===== src/rtl/mux_rr_arbiter.sv =====
// Round-robin sequencer in front of a shared 4:1 mux: selects an owner, waits for the
// mux path to settle, then grants. Every outgoing signal comes from a register.
module mux_rr_arbiter #(
    parameter int SETTLE_CYCLES = 2,
    parameter int MAX_HOLD      = 8,
    parameter int CNT_W         = 4
) (
    input  logic       clk,
    input  logic       reset_n,
    input  logic [3:0] req,
    output logic [3:0] grant,
    output logic       addr0,
    output logic       addr1,
    output logic       sel_valid
);

    typedef enum logic [1:0] {
        IDLE   = 2'd0,
        SETTLE = 2'd1,
        GRANT  = 2'd2
    } state_t;

    localparam logic [CNT_W-1:0] SETTLE_LOAD = CNT_W'(SETTLE_CYCLES - 1);
    localparam logic [CNT_W-1:0] HOLD_LAST   = CNT_W'(MAX_HOLD - 1);

    state_t           r_state;
    logic [1:0]       r_addr;
    logic [1:0]       r_last;
    logic [CNT_W-1:0] r_settle_cnt;
    logic [CNT_W-1:0] r_hold_cnt;
    logic [3:0]       r_grant;

    state_t           w_state_nxt;
    logic [1:0]       w_addr_nxt;
    logic [1:0]       w_last_nxt;
    logic [CNT_W-1:0] w_settle_nxt;
    logic [CNT_W-1:0] w_hold_nxt;
    logic [3:0]       w_grant_nxt;
    logic [1:0]       w_winner;
    logic [3:0]       w_owner_oh;
    logic             w_others;
    logic             w_hold_expired;

    // Scan downward so the final overwrite is the nearest requester after 'last'.
    function automatic logic [1:0] rr_pick(input logic [3:0] r, input logic [1:0] last);
        logic [1:0] idx;
        rr_pick = last;
        for (int k = 4; k >= 1; k--) begin
            idx = last + 2'(k);
            if (r[idx]) rr_pick = idx;
        end
    endfunction

    assign w_winner       = rr_pick(req, r_last);
    assign w_owner_oh     = 4'b0001 << r_addr;
    assign w_others       = |(req & ~w_owner_oh);
    assign w_hold_expired = (MAX_HOLD > 0) && (r_grant != 4'b0000) && (r_hold_cnt == HOLD_LAST);

    // NOTE: every variable gets its default before the case, so no path infers a latch.
    always_comb begin
        w_state_nxt  = r_state;
        w_addr_nxt   = r_addr;
        w_last_nxt   = r_last;
        w_settle_nxt = r_settle_cnt;
        w_hold_nxt   = r_hold_cnt;
        w_grant_nxt  = 4'b0000;
        case (r_state)
            IDLE: begin
                if (req != 4'b0000) begin
                    w_addr_nxt = w_winner;
                    w_last_nxt = w_winner;
                    w_hold_nxt = '0;
                    if (SETTLE_CYCLES > 0) begin
                        w_state_nxt  = SETTLE;
                        w_settle_nxt = SETTLE_LOAD;
                    end else begin
                        w_state_nxt = GRANT;
                    end
                end
            end
            SETTLE: begin
                if (!req[r_addr]) begin
                    w_state_nxt = IDLE;
                end else if (r_settle_cnt == '0) begin
                    w_state_nxt = GRANT;
                end else begin
                    w_settle_nxt = r_settle_cnt - CNT_W'(1);
                end
            end
            GRANT: begin
                // Release wins over preemption; both simply return to IDLE with grant low.
                if (!req[r_addr] || (w_hold_expired && w_others)) begin
                    w_state_nxt = IDLE;
                end else begin
                    w_grant_nxt = w_owner_oh;
                    if (r_grant != 4'b0000 && r_hold_cnt != HOLD_LAST)
                        w_hold_nxt = r_hold_cnt + CNT_W'(1);
                end
            end
            default: w_state_nxt = IDLE;
        endcase
    end

    // NOTE: sequential state uses non-blocking assignments so all registers update together.
    always_ff @(posedge clk or negedge reset_n) begin
        if (!reset_n) begin
            r_state      <= IDLE;
            r_addr       <= 2'd0;
            r_last       <= 2'd3;
            r_settle_cnt <= '0;
            r_hold_cnt   <= '0;
            r_grant      <= 4'b0000;
        end else begin
            r_state      <= w_state_nxt;
            r_addr       <= w_addr_nxt;
            r_last       <= w_last_nxt;
            r_settle_cnt <= w_settle_nxt;
            r_hold_cnt   <= w_hold_nxt;
            r_grant      <= w_grant_nxt;
        end
    end

    assign grant     = r_grant;
    assign sel_valid = |r_grant;
    assign addr0     = r_addr[0];
    assign addr1     = r_addr[1];

endmodule


===== config.mk =====
export PLATFORM = sky130hd
export DESIGN_NAME = mux_rr_arbiter
export DESIGN_NICKNAME = d
export VERILOG_FILES = /design/src/rtl/mux_rr_arbiter.sv
export SDC_FILE = /design/constraint.sdc
export NUM_CORES = 1
export LEC_CHECK = 0
export BUFFER_PORTS_ARGS = -buffer_cell sky130_fd_sc_hd__buf_4
export CAP_MARGIN = 20
export CORE_UTILIZATION = 60
export DETAILED_ROUTE_END_ITERATION = 7
export PLACE_DENSITY = 0.86
export SYNTH_ARGS = -nofsm -noshare
export SYNTH_HDL_FRONTEND = slang
export SYNTH_SLANG_ARGS = --single-unit

===== constraint.sdc =====
create_clock -name clk -period 3.4 [get_ports clk]
set_input_delay 0.68 -clock clk [delete_from_list [all_inputs] [get_ports clk]]
set_output_delay 0.68 -clock clk [all_outputs]
set_load 0.03 [all_outputs]

==> out/metrics.cfg <==
[worst_setup_path]
cpMaxStageDelayCell = or4_1
critPathBufInv = 1
r2r-end = r_settle_cnt[0]$_DFFE_PN0P_
critPathLaunchType = register
critical_path_arrival_ps = 1420
cp-startpoint = grant[1]$_DFF_PN0_
cp_top_family = simple AND/OR/NAND/NOR gates
cp_cell_sequence = or4_1, buf_4
r2r_slack_ps = 1450
rr_startpoint = r_settle_cnt[0]$_DFFE_PN0P_
worstSetupEndpointType = primary output
cp_max_fo = 3
timing_worst_setup_path_type = reg -> out
cp.required_ps = 2720
ff2ff_path_depth = 6
cpPeakStageDelay_ps = 550

[cells_and_area]
area_growth_syn_to_layout_pct = 11.0
fillCellCount = 112
layout-drive-gt1-share = 0.200
diodes = 0
regArea_um2 = 453
fin_nets = 130
design_area_mm2 = 0.00113
finish.utilization = 0.735
finalNonFillerCells = 136
multi_input_area_um2 = 537

[sta]
slew_headroom = 0.597
worstMarginPinSlew_ps = 596
finalCritPeriodShare = 0.619
slew_viol_final = 0
fmax_ghz = 0.475
rsz0062_at_grt = no
worst_clock_skew_ps = 0.793
setup-tns-final_ps = 0
final.min_clock_period_ps = 2100
setup_viol = 0
hold_viol = 0

[placement]
routabilityCongestion = 0.743
io_buffers = 12
dpl.hpwl_um = 1400
placed_area_mm2 = 0.00111
dp_cells = 133

[power_and_ir_drop]
power.total_mw = 0.855
power_leakage_nw = 0.510
seq_power_share = 0.418
vdd_ir_drop_max_mv = 0.543
power.internal_mw = 0.492
switching_power_mw = 0.362
clkPwrFrac = 0.122
power_density_mw_per_mm2 = 754
p_comb_frac = 0.460
switching_share = 0.424

[clocking]
clkLatencyLatePin_ps = 290
cts-resized-gates = 0
cts_tree = done
clk_path_buf_depth = 2
htree_num_levels = 1
cts_buffers = 3
cts_setup_buffers = 0
root_buffer = clkbuf_4
clock_sinks = 18
path_clk_slew_ps = 90
postCtsHoldBufs = 0

[detailed_routing]
wl_per_cell_um = 13.6
drt-total-wl_um = 1850
ant_nets = 0
drc = 0
via_per_inst = 6.25
vias = 850
firstDrtPassIters = 4
drt_iter0_drc = 17

[yosys]
synth_fp_nets = 116
synth.distinct_cells = 39
synth_warnings = 0
ys_seq_area_frac = 0.444
synth_area_per_cell_um2 = 9.45
synth_area_mm2 = 0.00102
synth-edff-count = 0
synth-main-ff-cell = dfrtp_1
synthArstFlopShare = 1.00
yosys_register_bits = 18
synthCells = 108

[global_routing]
grt_max_degree = 19
grt_pass1_wl_um = 3330
grtUsageTotal = 0.242
first_global_vias = 772
antenna_found_initial = 0
grt-ovfl-total = 0

[floorplan]
die_w_um = 43.3
start_util = 0.662
die_h_um = 43.3
io_pins = 13
die-area_mm2 = 0.00187
num_rows = 14
core-area_mm2 = 0.00154

[run]
max_cap_viol_count = 0

[min_path]
worstHoldPathType = in -> async

[run_status]
status = completed

-- worst max path at each step --
stage	end	slack (ps)	cells after the start
after floorplan	grant[2]$_DFF_PN0_	1460	4
after detailed placement	r_settle_cnt[0]$_DFFE_PN0P_	1220	5
after CTS	sel_valid	1290	2
final	sel_valid	1300	2
after global routing	r_settle_cnt[0]$_DFFE_PN0P_	1210	6
after global placement	r_settle_cnt[3]$_DFFE_PN0P_	1250	5
-- stage by stage --
stage	hold slack, ps	setup WS, ps
CTS	240	1290
finish	237	1300
global placement	492	1250
floorplan	384	1460
global route	242	1210
detailed placement	496	1220
-- power by group through the flow --
| stage | registers [mW] | logic [mW] | clock network [mW] |
|---|---|---|---|
| after CTS | 0.356 | 0.395 | 0.107 |
| final | 0.357 | 0.394 | 0.104 |
| after global placement | 0.356 | 0.382 | 0 |
| after detailed placement | 0.360 | 0.393 | 0 |
| after global routing | 0.373 | 0.447 | 0.112 |
| after floorplan | 0.351 | 0.320 | 0 |
-- cell usage after synthesis (2+ instances only) --
| master | instances | area (um2) |
|---|---|---|
| dfrtp_1 | 16 | 400 |
| nand2_1 | 12 | 45.0 |
| a21oi_1 | 9 | 45.0 |
| nor2_1 | 9 | 33.8 |
| nand2b_1 | 4 | 25.0 |
| nor3_1 | 4 | 20.0 |
| o21ai_0 | 4 | 20.0 |
| inv_1 | 3 | 11.3 |
| nor2b_1 | 3 | 18.8 |
| nor3b_1 | 3 | 22.5 |
| o31ai_1 | 3 | 22.5 |
| or3b_2 | 3 | 26.3 |
| or4_1 | 3 | 22.5 |
| a211oi_1 | 2 | 15.0 |
| a21o_1 | 2 | 15.0 |
| dfstp_2 | 2 | 52.6 |
| ha_1 | 2 | 25.0 |
| mux2i_1 | 2 | 20.0 |
| or3_1 | 2 | 12.5 |
-- registers in the layout, indices dropped and copies added (netlist names) --
register and flops:
grant 4, r_addr 2, r_hold_cnt 4, r_last 2, r_settle_cnt 4, r_state 2
-- placed cells by master, fill, tap and decap left out, types with 3 or more instances in the layout --
master	synthesis	routed
dfrtp_1	16	16
o31ai_1	3	3
or3b_2	3	3
nand2b_1	4	4
nor2b_1	3	3
nand2_1	12	12
a21oi_1	9	9
nor3_1	4	4
o21ai_0	4	4
or4_1	3	3
nor3b_1	3	3
inv_1	3	3
clkbuf_4	0	3
buf_4	0	12
nor2_1	9	9
-- routing by layer --
| layer | vias to the layer above | global-route usage | share of wire |
|---|---|---|---|
| li1 | 423 | - | - |
| met1 | 407 | 0.304 | 0.44 |
| met2 | 13 | 0.382 | 0.51 |
| met3 | 7 | 0.0511 | 0.022 |
| met4 | 0 | 0.139 | 0.032 |
| met5 | - | 0 | 0 |
-- area by class of cell --
cell class	count	share of cell area
Multi-Input combinational cell	84	0.474
Tap cell	16	0.0177
Timing Repair Buffer	12	0.0795
Sequential cell	18	0.400
Clock buffer	3	0.0199
Inverter	3	0.00993
-- logic make-up after synthesis --
kind of cell | Yosys count | synth area share
fa+ha+maj | 2 | 0.0245
flops | 18 | 0.444
simple gates | 51 | 0.278
compound gates | 28 | 0.181
mux | 3 | 0.0417
buf+inv | 6 | 0.0306
No activity file was read; power rests on OpenSTA's default activity.
